### config.mk
export PLATFORM = sky130hd
export DESIGN_NAME = multicycle_control_fsm_flat
export DESIGN_NICKNAME = d
export VERILOG_FILES = /design/src/rtl/multicycle_control_fsm_pkg.sv /design/src/rtl/multicycle_control_fsm_if.sv /design/src/rtl/multicycle_control_fsm_mem_wait_timer.sv /design/src/rtl/multicycle_control_fsm.sv /design/src/flat_wrapper.sv
export SDC_FILE = /design/constraint.sdc
export NUM_CORES = 1
export LEC_CHECK = 0
export ABC_AREA = 1
export BUFFER_PORTS_ARGS = -buffer_cell sky130_fd_sc_hd__buf_2
export CAP_MARGIN = 20
export CORE_AREA = 5 5 92 94
export CTS_BUF_LIST = sky130_fd_sc_hd__clkbuf_4
export CTS_CLUSTER_SIZE = 12
export DETAILED_ROUTE_END_ITERATION = 6
export DIE_AREA = 0 0 97 99
export GPL_TIMING_DRIVEN = 1
export PLACE_DENSITY_LB_ADDON = 0.05
export SETUP_SLACK_MARGIN = 0.3
export SYNTH_ARGS = -nofsm -noshare
export SYNTH_HDL_FRONTEND = slang
export SYNTH_SLANG_ARGS = --single-unit
export TNS_END_PERCENT = 1
### constraint.sdc
create_clock -name clk -period 1.5 [get_ports clk]
set_input_delay 0.3 -clock clk [delete_from_list [all_inputs] [get_ports clk]]
set_output_delay 0.3 -clock clk [all_outputs]
set_load 0.01 [all_outputs]
### src/rtl/multicycle_control_fsm_pkg.sv
// Shared encodings for the RV32I multi-cycle control path: sequencer states,
// decoder writeback-select values and the reset instruction.
package core_ctrl_pkg;

  typedef enum logic [2:0] {
    ST_START  = 3'd0,
    ST_FETCH  = 3'd1,
    ST_DECODE = 3'd2,
    ST_EXEC   = 3'd3,
    ST_MEM    = 3'd4,
    ST_WB     = 3'd5,
    ST_TRAP   = 3'd6
  } state_e;

  localparam logic [1:0]  INPUT_REG_MEM = 2'b10;
  localparam logic [31:0] NOP_INSTR     = 32'h0000_0013;

  // Loads and stores are the only instructions that visit the data memory.
  function automatic logic needs_mem(input logic mem_we, input logic [1:0] input_reg);
    return mem_we || (input_reg == INPUT_REG_MEM);
  endfunction

endpackage

### src/rtl/multicycle_control_fsm_if.sv
// Signal bundle between the sequencer and the memories, decoder, register
// file and PC register.
interface multicycle_control_fsm_if;
  // Handshake: a request (imem_req / dmem_req) stays high until the cycle in
  // which the matching ready is seen; the transfer completes on req && ready
  // in that same cycle. Ready while no request is pending is ignored.
  logic        imem_req;
  logic        imem_ready;
  logic [31:0] imem_rdata;
  logic [31:0] ir;
  logic        dec_we_reg;
  logic        dec_mem_we;
  logic [1:0]  dec_input_reg;
  logic        dmem_req;
  logic        dmem_we;
  logic        dmem_ready;
  logic        reg_we;
  logic        pc_we;
  logic [31:0] instret;
  logic        trap;
  logic [2:0]  state;

  modport master (
    input  imem_req, ir, dmem_req, dmem_we, reg_we, pc_we, instret, trap, state,
    output imem_ready, imem_rdata, dec_we_reg, dec_mem_we, dec_input_reg, dmem_ready
  );

  modport slave (
    output imem_req, ir, dmem_req, dmem_we, reg_we, pc_we, instret, trap, state,
    input  imem_ready, imem_rdata, dec_we_reg, dec_mem_we, dec_input_reg, dmem_ready
  );
endinterface

### src/rtl/multicycle_control_fsm_mem_wait_timer.sv
// Counts cycles a memory request has waited for ready and flags the cycle in
// which the wait limit is reached without ready.
module mem_wait_timer #(
  parameter int MEM_TIMEOUT = 16,
  parameter int CNT_W       = 8
) (
  input  logic clk,
  input  logic reset,
  input  logic clear,
  input  logic enable,
  input  logic ready,
  output logic timeout
);

  localparam logic [CNT_W-1:0] LIMIT = CNT_W'((MEM_TIMEOUT > 0) ? MEM_TIMEOUT - 1 : 0);

  logic [CNT_W-1:0] r_cnt;

  always_ff @(posedge clk) begin
    if (reset || clear) begin
      r_cnt <= '0;
    end else if (enable && !ready) begin
      r_cnt <= r_cnt + CNT_W'(1);
    end
  end

  // Ready in the limit cycle still completes the access.
  assign timeout = (MEM_TIMEOUT != 0) && enable && !ready && (r_cnt == LIMIT);

endmodule

### src/rtl/multicycle_control_fsm.sv
// Multi-cycle RV32I sequencer: fetches into IR, steps DECODE/EXEC/MEM/WB and
// gates decoder write enables so each side effect fires once per instruction.
module multicycle_control_fsm
  import core_ctrl_pkg::*;
#(
  parameter int          MEM_TIMEOUT = 16,
  parameter int          CNT_W       = 8,
  parameter logic [31:0] RESET_IR    = NOP_INSTR
) (
  input logic                     clk,
  input logic                     reset,
  multicycle_control_fsm_if.slave bus
);

  state_e      r_state;
  state_e      w_next;
  logic [31:0] r_ir;
  logic [31:0] r_instret;
  logic        w_wait_en;
  logic        w_wait_ready;
  logic        w_timeout;

  assign w_wait_en    = (r_state == ST_FETCH) || (r_state == ST_MEM);
  assign w_wait_ready = (r_state == ST_FETCH) ? bus.imem_ready : bus.dmem_ready;

  // Held clear outside FETCH/MEM, so every entry into either starts from zero.
  mem_wait_timer #(
    .MEM_TIMEOUT (MEM_TIMEOUT),
    .CNT_W       (CNT_W)
  ) u_wait (
    .clk     (clk),
    .reset   (reset),
    .clear   (!w_wait_en),
    .enable  (w_wait_en),
    .ready   (w_wait_ready),
    .timeout (w_timeout)
  );

  always_ff @(posedge clk) begin
    if (reset) begin
      r_state   <= ST_START;
      r_ir      <= RESET_IR;
      r_instret <= '0;
    end else begin
      r_state <= w_next;
      if (r_state == ST_FETCH && bus.imem_ready) begin
        r_ir <= bus.imem_rdata;
      end
      if (r_state == ST_WB) begin
        r_instret <= r_instret + 32'd1;
      end
    end
  end

  always_comb begin
    w_next       = r_state;
    bus.imem_req = 1'b0;
    bus.dmem_req = 1'b0;
    bus.dmem_we  = 1'b0;
    bus.reg_we   = 1'b0;
    bus.pc_we    = 1'b0;
    bus.trap     = 1'b0;
    case (r_state)
      ST_START:  w_next = ST_FETCH;
      ST_FETCH: begin
        bus.imem_req = 1'b1;
        if (bus.imem_ready)  w_next = ST_DECODE;
        else if (w_timeout)  w_next = ST_TRAP;
      end
      ST_DECODE: w_next = ST_EXEC;
      ST_EXEC:   w_next = needs_mem(bus.dec_mem_we, bus.dec_input_reg) ? ST_MEM : ST_WB;
      ST_MEM: begin
        bus.dmem_req = 1'b1;
        bus.dmem_we  = bus.dec_mem_we;
        if (bus.dmem_ready)  w_next = ST_WB;
        else if (w_timeout)  w_next = ST_TRAP;
      end
      ST_WB: begin
        bus.reg_we = bus.dec_we_reg;
        bus.pc_we  = 1'b1;
        w_next     = ST_FETCH;
      end
      ST_TRAP: begin
        bus.trap = 1'b1;
        w_next   = ST_TRAP;
      end
      default:   w_next = ST_START;
    endcase
  end

  assign bus.ir      = r_ir;
  assign bus.instret = r_instret;
  assign bus.state   = r_state;

endmodule

### src/flat_wrapper.sv
// flat-port wrapper written by rule: the top's interface ports become plain ports
module multicycle_control_fsm_flat import core_ctrl_pkg::*;
#(
  parameter int          MEM_TIMEOUT = 16,
  parameter int          CNT_W       = 8,
  parameter logic [31:0] RESET_IR    = NOP_INSTR
)
  (clk, reset, bus_imem_req, bus_ir, bus_dmem_req, bus_dmem_we, bus_reg_we, bus_pc_we, bus_instret, bus_trap, bus_state, bus_imem_ready, bus_imem_rdata, bus_dec_we_reg, bus_dec_mem_we, bus_dec_input_reg, bus_dmem_ready);
  multicycle_control_fsm_if bus_i ();
  input logic clk;
  input logic reset;
  output wire logic [$bits(bus_i.imem_req)-1:0] bus_imem_req;
  output wire logic [$bits(bus_i.ir)-1:0] bus_ir;
  output wire logic [$bits(bus_i.dmem_req)-1:0] bus_dmem_req;
  output wire logic [$bits(bus_i.dmem_we)-1:0] bus_dmem_we;
  output wire logic [$bits(bus_i.reg_we)-1:0] bus_reg_we;
  output wire logic [$bits(bus_i.pc_we)-1:0] bus_pc_we;
  output wire logic [$bits(bus_i.instret)-1:0] bus_instret;
  output wire logic [$bits(bus_i.trap)-1:0] bus_trap;
  output wire logic [$bits(bus_i.state)-1:0] bus_state;
  input wire logic [$bits(bus_i.imem_ready)-1:0] bus_imem_ready;
  input wire logic [$bits(bus_i.imem_rdata)-1:0] bus_imem_rdata;
  input wire logic [$bits(bus_i.dec_we_reg)-1:0] bus_dec_we_reg;
  input wire logic [$bits(bus_i.dec_mem_we)-1:0] bus_dec_mem_we;
  input wire logic [$bits(bus_i.dec_input_reg)-1:0] bus_dec_input_reg;
  input wire logic [$bits(bus_i.dmem_ready)-1:0] bus_dmem_ready;
  assign bus_imem_req = bus_i.imem_req;
  assign bus_ir = bus_i.ir;
  assign bus_dmem_req = bus_i.dmem_req;
  assign bus_dmem_we = bus_i.dmem_we;
  assign bus_reg_we = bus_i.reg_we;
  assign bus_pc_we = bus_i.pc_we;
  assign bus_instret = bus_i.instret;
  assign bus_trap = bus_i.trap;
  assign bus_state = bus_i.state;
  assign bus_i.imem_ready = bus_imem_ready;
  assign bus_i.imem_rdata = bus_imem_rdata;
  assign bus_i.dec_we_reg = bus_dec_we_reg;
  assign bus_i.dec_mem_we = bus_dec_mem_we;
  assign bus_i.dec_input_reg = bus_dec_input_reg;
  assign bus_i.dmem_ready = bus_dmem_ready;
  multicycle_control_fsm #(.MEM_TIMEOUT(MEM_TIMEOUT), .CNT_W(CNT_W), .RESET_IR(RESET_IR)) u_core (.clk(clk), .reset(reset), .bus(bus_i));
endmodule
==> results.toml, run 1 <==
[global_routing]
grt_max_degree = 33
grt_pass1_wl_mm = 15.4
antenna_found_initial = 0
grt_usage_pct = 19.1
first_global_vias = 3419
grt-ovfl-total = 0

[worst_setup_path]
crit_type = "reg -> out"
crit_path_max_fanout = 6
worst-endpoint-required_ns = 1.20
setup_crit_start_kind = "register"
crit-reg2reg-capture = "u_core.bus.instret[29]$_SDFFE_PP0P_"
critical_path_arrival_ns = 1.25
r2r_cells = 9
critical_r2r_launch = "u_core.bus.state[0]$_SDFF_PP0_"
crit_path_end_kind = "output pin"
rrSetupSlack_ns = 0.02

[timing]
fmax_achieved_mhz = 647
report.final.slew_viol_count = 0
final_critical_path_setup_slack_ns = -0.0454
layout_worst_path_cycle_share_pct = 103
fin_tns_setup_ns = -0.133
worst_slew_pin_slew_ns = 0.312
period_needed_ns = 1.55
grt_setup_unrepaired = "true"
timing_hold_violations_final = 0
max_slew_margin_pct = 79.2
timing.clock.skew_ns = 0.0231
setup-violations-final = 5

[worst_hold_path]
worst_hold_startpoint = "bus_imem_rdata[4]"
min_delay_path_depth = 3
timing.hold.worst_endpoint = "u_core.bus.ir[4]$_SDFFE_PP1P_"
hp-class = "in -> reg"

[placed_design]
place.detailed.hpwl_mm = 6.47
place.port_buffers = 112
dp_cells = 711
dpl_worst_slack_ns = 0.0175
finalWeightedCongestion = 0.870
place_area_um2 = 4240

[floorplanning]
design.die.area_um2 = 9600
die_h_um = 99
floorplan.die.width_um = 97
ioPinCount = 113
floorplan.core_area_um2 = 7570
floorplan.rows = 32
initial_core_util_pct = 45.1

[pwr]
internal_power_uw = 2690
swShare_pct = 28.6
power_per_cell_area_nw_per_um2 = 751
vdd_drop_max_uv = 557
fraction_of_power_consumed_by_sequential_logic_pct = 56.0
pwr-share-comb_pct = 14.7
power_frac_clock_pct = 29.3
power.switching_uw = 1080
total_leakage_power_uw = 0.00219

[cts]
clock-root-buffer = "sky130_fd_sc_hd__clkbuf_4"
cts_max_path_buffers = 2
htree_num_levels = 3
postCtsHoldBufs = 0
cts.clk_slew.worst_paths_ns = 0.13
tritoncts.num_buffers = 9
cts_num_sinks = 75
cts_tree = "yes"
clk_latency_ns = 0.43

[cells_and_area]
nNetsFinal = 672
final_design_area_no_fill_um2 = 5020
antennaDiodeCount = 0
fin_cells = 737
layout_cells_sized_above_1_pct = 39.4
n_fill_cell = 657
synthToLayoutAreaGrowth_pct = 47.1
layout_commonest_cell = "sky130_fd_sc_hd__nor2_1"
mostFrequentLayoutCells = "sky130_fd_sc_hd__nor2_1, sky130_fd_sc_hd__nand2_1, sky130_fd_sc_hd__buf_6"

[synthesis]
syn_inst = 491
postSynthRegisterBits = 75
synth.cell_area_um2 = 3410
yosysUniqueCellTypes = 30
syn-mean-instance-area_um2 = 6.95
post_synthesis_sequential_area_ratio_pct = 44.0
synthesis.nets = 533
ys_warnings = 0

[detailed_routing]
detail_route.first_pass.iterations = 4
detail_route.iter0.violations = 103
avgRoutedWirePerCell_um = 12.4
via_count = 3525
route.detailed.vias_per_inst = 4.78
drc = 0
detail-route-antenna-nets = 0
final_wirelength_mm = 9.14

[run_status]
failed_checks = "setup timing"
outcome = "finished, violations left"

[flow_run]
drv.max_cap_violation_count = 0
## what timing repair did
| item | 4_1_cts | 5_1_grt |
|---|---|---|
| pin swaps | 9 | 9 |
| cloned | 0 | 1 |
| resized for setup | 151 | 17 |
| setup buffers | 7 | 2 |
| setup endpoints to repair | 144 | 146 |
## registers in the layout, indices dropped and copies added, names as in the netlist
name	cells
u_core.bus.instret	32
u_core.bus.ir	32
u_core.u_wait.r_cnt	8
u_core.bus.state	3
## worst max-delay path: stages, from the launching register on
cell                      delay [ns]
sky130_fd_sc_hd__dfxtp_4        0.41
sky130_fd_sc_hd__nand3_4        0.09
sky130_fd_sc_hd__buf_6          0.13
sky130_fd_sc_hd__nor2_1         0.07
sky130_fd_sc_hd__buf_2          0.13
## area by class of cell
| class | count | area (um^2) | share of cell area [%] |
|---|---|---|---|
| Sequential cell | 75 | 1630 | 32.5 |
| Timing Repair Buffer | 141 | 1220 | 24.4 |
| Multi-Input combinational cell | 350 | 1720 | 34.2 |
| Inverter | 53 | 201 | 4.01 |
| Tap cell | 102 | 128 | 2.54 |
| Clock inverter | 6 | 40.0 | 0.797 |
| Clock buffer | 10 | 75.1 | 1.50 |
## metrics by stage
stage | power (uW) | hold slack, ns | util, %
after floorplan | 2400 | 0.376 | -
after global placement | 2600 | 0.450 | 56.0
after detailed placement | 2610 | 0.460 | 56.0
after CTS | 3800 | 0.0498 | 65.4
after global routing | 3960 | 0.0741 | 66.4
final | 3770 | 0.0786 | 66.4
## cell families after synthesis
kind of cell               synth area share [%]
and+or+nand+nor                            35.4
DFF                                        44.0
AOI/OAI and AO/OA                          10.3
buffers and inverters                      8.03
xor gates and xnor gates                   1.54
adders and majority gates                 0.733
## layer usage
metal	share of wire, %	wire length, um	up-vias	track usage (%)
met5	0	0	-	0
met4	1.0	93	0	7.99
met3	5.7	522	9	4.53
met2	49	4480	83	32.6
met1	44	4040	1582	23.2
li1	-	-	1851	-
## power by group through the flow
stage               logic, uW  clock network, uW  registers, uW
global route              615               1220           2120
global placement          444                  0           2150
CTS                       549               1140           2110
floorplan                 211                  0           2190
detailed placement        451                  0           2160
finish                    553               1110           2110
## worst max path at each step
stage / slack [ns] / depth (start not counted) / end / startpoint
finish: -0.05 / 4 / bus_reg_we / u_core.bus.state[0]$_SDFF_PP0_
CTS: -0.07 / 4 / bus_reg_we / u_core.bus.state[0]$_SDFF_PP0_
global route: -0.11 / 4 / bus_imem_req / u_core.bus.state[2]$_SDFF_PP0_
floorplan: 0.14 / 9 / u_core.bus.instret[22]$_SDFFE_PP0P_ / u_core.bus.state[1]$_SDFF_PP0_
detailed placement: 0.02 / 8 / u_core.bus.instret[31]$_SDFFE_PP0P_ / u_core.bus.state[1]$_SDFF_PP0_
global placement: 0.07 / 8 / u_core.bus.instret[31]$_SDFFE_PP0P_ / u_core.bus.state[1]$_SDFF_PP0_
## cells in the mapped netlist, drive strengths merged
library cell  instances  share of area [%]
o21a                  3               0.66
nand4                12                2.2
nand3b                1               0.22
nor3b                 4               0.88
inv                  52                5.7
and3                  1               0.18
dfxtp                75                 44
o21ai                43                6.3
clkinv                1               0.11
a21oi                20                2.9
xnor2                 2               0.51
nand3                29                5.1
nor4                  1               0.18
nand2                98                 11
clkbuf                8               0.88
buf                   6                1.3
nor2                122                 15
ha                    2               0.73
a31oi                 2               0.37
nor3                  5               0.73
xor2                  4                1.0
(Power assumes the default switching activity.)
==> inputs of run 2 (changes only) <==
BUFFER_PORTS_ARGS = -buffer_cell sky130_fd_sc_hd__buf_4   (was -buffer_cell sky130_fd_sc_hd__buf_2)
HOLD_SLACK_MARGIN = 0.02   (was not set)
SKIP_CTS_REPAIR_TIMING = 1   (was not set)
==> run 2 against run 1 <==
  * The run still ends with setup timing left
  * Clock skew shrank 0.0083 ns
  * Fmax rose by 1.1%
  * Count of clock-buffer cells in the layout grew 1
  * Worst setup slack improved by 0.017 ns
  * Routed wire length shrank 0.16%
  * Via count barely moved
  * Register-to-register slack worse by 0.02 ns
  * Power is 13% higher
  * First-iteration DRC count down 15%
  * Final cell count is 0.81% lower
  * Combinational power increased by 2%
==> results.toml, run 2 (synthesized netlist as in run 1, its figures left out) <==
[cells_and_area]
layout_cells_sized_above_1_pct = 37.2
antennaDiodeCount = 0
mostFrequentLayoutCells = "sky130_fd_sc_hd__nor2_1, sky130_fd_sc_hd__nand2_1, sky130_fd_sc_hd__buf_4"
layout_commonest_cell = "sky130_fd_sc_hd__nor2_1"
n_fill_cell = 647
synthToLayoutAreaGrowth_pct = 48.2
nNetsFinal = 666
final_util_pct = 66.8

[floorplanning]
floorplan.die.width_um = 97
design.die.area_um2 = 9600
floorplan.core_area_um2 = 7570
ioPinCount = 113
floorplan.rows = 32
die_h_um = 99
initial_core_util_pct = 45.1

[timing]
grt_setup_unrepaired = "true"
timing_hold_violations_final = 0
period_needed_ns = 1.53
worst_slew_pin_slew_ns = 0.418
layout_worst_path_cycle_share_pct = 102
timing.clock.skew_ns = 0.0149
hold_ws_ns = 0.0826
max_slew_margin_pct = 72.1
fmax_achieved_mhz = 654
report.final.slew_viol_count = 0
final_critical_path_setup_slack_ns = -0.0281
setup-violations-final = 5

[flow_run]
drv.max_cap_violation_count = 0

[global_routing]
grt_usage_pct = 18.6
first_global_vias = 3442
grt_max_degree = 46
antenna_found_initial = 0
grt-ovfl-total = 0
grt_pass1_wl_mm = 15.0

[detailed_routing]
avgRoutedWirePerCell_um = 12.5
detail_route.iter0.violations = 88
via_count = 3523
route.detailed.vias_per_inst = 4.82
detail_route.first_pass.iterations = 4
detail-route-antenna-nets = 0
drc = 0
final_wirelength_mm = 9.12

[placed_design]
place.detailed.hpwl_mm = 6.66
place.port_buffers = 112
finalWeightedCongestion = 0.898

[worst_setup_path]
critical_r2r_launch = "u_core.bus.state[1]$_SDFF_PP0_"
crit_type = "reg -> out"
worst-endpoint-required_ns = 1.20
setup_crit_start_kind = "register"
rrSetupSlack_ns = 0
r2r_cells = 11
crit_path_max_fanout = 6
critical-path-max-stage-delay_ns = 0.35
critical_path.most_common_cell = "sky130_fd_sc_hd__buf_6"
crit_path_end_kind = "output pin"
crit-reg2reg-capture = "u_core.bus.instret[31]$_SDFFE_PP0P_"
cpMaxStageDelayCell = "sky130_fd_sc_hd__dfxtp_2"
critical_path_arrival_ns = 1.23
worstPathCellList = "inv_4, nand3_4, buf_6, nor2_4, buf_6"

[cts]
htree_num_levels = 3
cts_num_sinks = 75
clock-root-buffer = "sky130_fd_sc_hd__clkbuf_4"
cts.clk_slew.worst_paths_ns = 0.13
clk_latency_ns = 0.39
cts_max_path_buffers = 2
cts_tree = "yes"
tritoncts.num_buffers = 9

[pwr]
vdd_drop_max_uv = 534
power_per_cell_area_nw_per_um2 = 841
totalPowerFinal_uw = 4250
total_leakage_power_uw = 0.00220

[worst_hold_path]
min_delay_path_depth = 3
hp-class = "in -> reg"
timing.hold.worst_endpoint = "u_core.bus.ir[1]$_SDFFE_PP1P_"
worst_hold_startpoint = "bus_imem_rdata[1]"

[run_status]
outcome = "finished, violations left"
failed_checks = "setup timing"
[run 2: cell types whose count changed in the layout (fill, tap and decap cells not counted), sizes merged]
cell | before | now
buf | 141 | 136
bufinv | 0 | 3
clkinv | 4 | 2
inv | 54 | 52
clkbuf | 10 | 11
nor2 | 123 | 122
[run 2: final cells by class]
cell class                 instances  area [um^2]  share of cell area [%]
clock buffer                      11         82.6                    1.63
clock inverter                     5          101                    2.00
inverter                          53          206                    4.08
multi-input combinational        349         1720                    34.0
sequential                        75         1600                    31.6
tap                              102          128                    2.52
timing repair buffer             136         1220                    24.2
[run 2: power breakdown]
group | switching (uW) | leakage [uW] | internal [uW] | total (uW)
logic | 273 | 0.00147 | 292 | 565
registers | 59.5 | 0.000634 | 2060 | 2120
clock network | 691 | 0.0000947 | 878 | 1570
[run 2: how the worst max path moves through the flow]
stage,startpoint,end,slack (ns),depth (start not counted)
2_1_floorplan,u_core.bus.state[1]$_SDFF_PP0_,u_core.bus.instret[22]$_SDFFE_PP0P_,0.14,9
3_3_place_gp,u_core.bus.instret[0]$_SDFFE_PP0P_,u_core.bus.instret[30]$_SDFFE_PP0P_,0.05,8
3_5_place_dp,u_core.bus.instret[6]$_SDFFE_PP0P_,u_core.bus.instret[13]$_SDFFE_PP0P_,0.003,6
4_1_cts,u_core.bus.state[1]$_SDFF_PP0_,bus_pc_we,-0.29,5
5_1_grt,u_core.bus.state[1]$_SDFF_PP0_,bus_reg_we,-0.1,5
6_report,u_core.bus.state[1]$_SDFF_PP0_,bus_reg_we,-0.03,5
[run 2: critical path, delay by kind of cell, from the launching register on]
kind,cells,cell delay (ns)
flops,1,0.35
buf+inv,3,0.32
simple gates,2,0.16
[run 2: per-layer routing]
layer / routed length [um] / GRT usage, %
met1: 3920 / 21.5
met2: 4560 / 33.0
met3: 555 / 5.24
met4: 81 / 6.26
met5: 0 / 0
[run 2: metrics by stage]
stage | setup WS, ns | cell area [um^2] | cells | TNS (ns)
after CTS | -0.285 | 4680 | 724 | -0.793
after global routing | -0.0990 | 5060 | 731 | -1.40
final | -0.0281 | 5060 | 731 | -0.0479
after detailed placement | 0.00258 | 4500 | 708 | 0
after global placement | 0.0471 | 4500 | 708 | 0
after floorplan | 0.139 | 3460 | 491 | 0
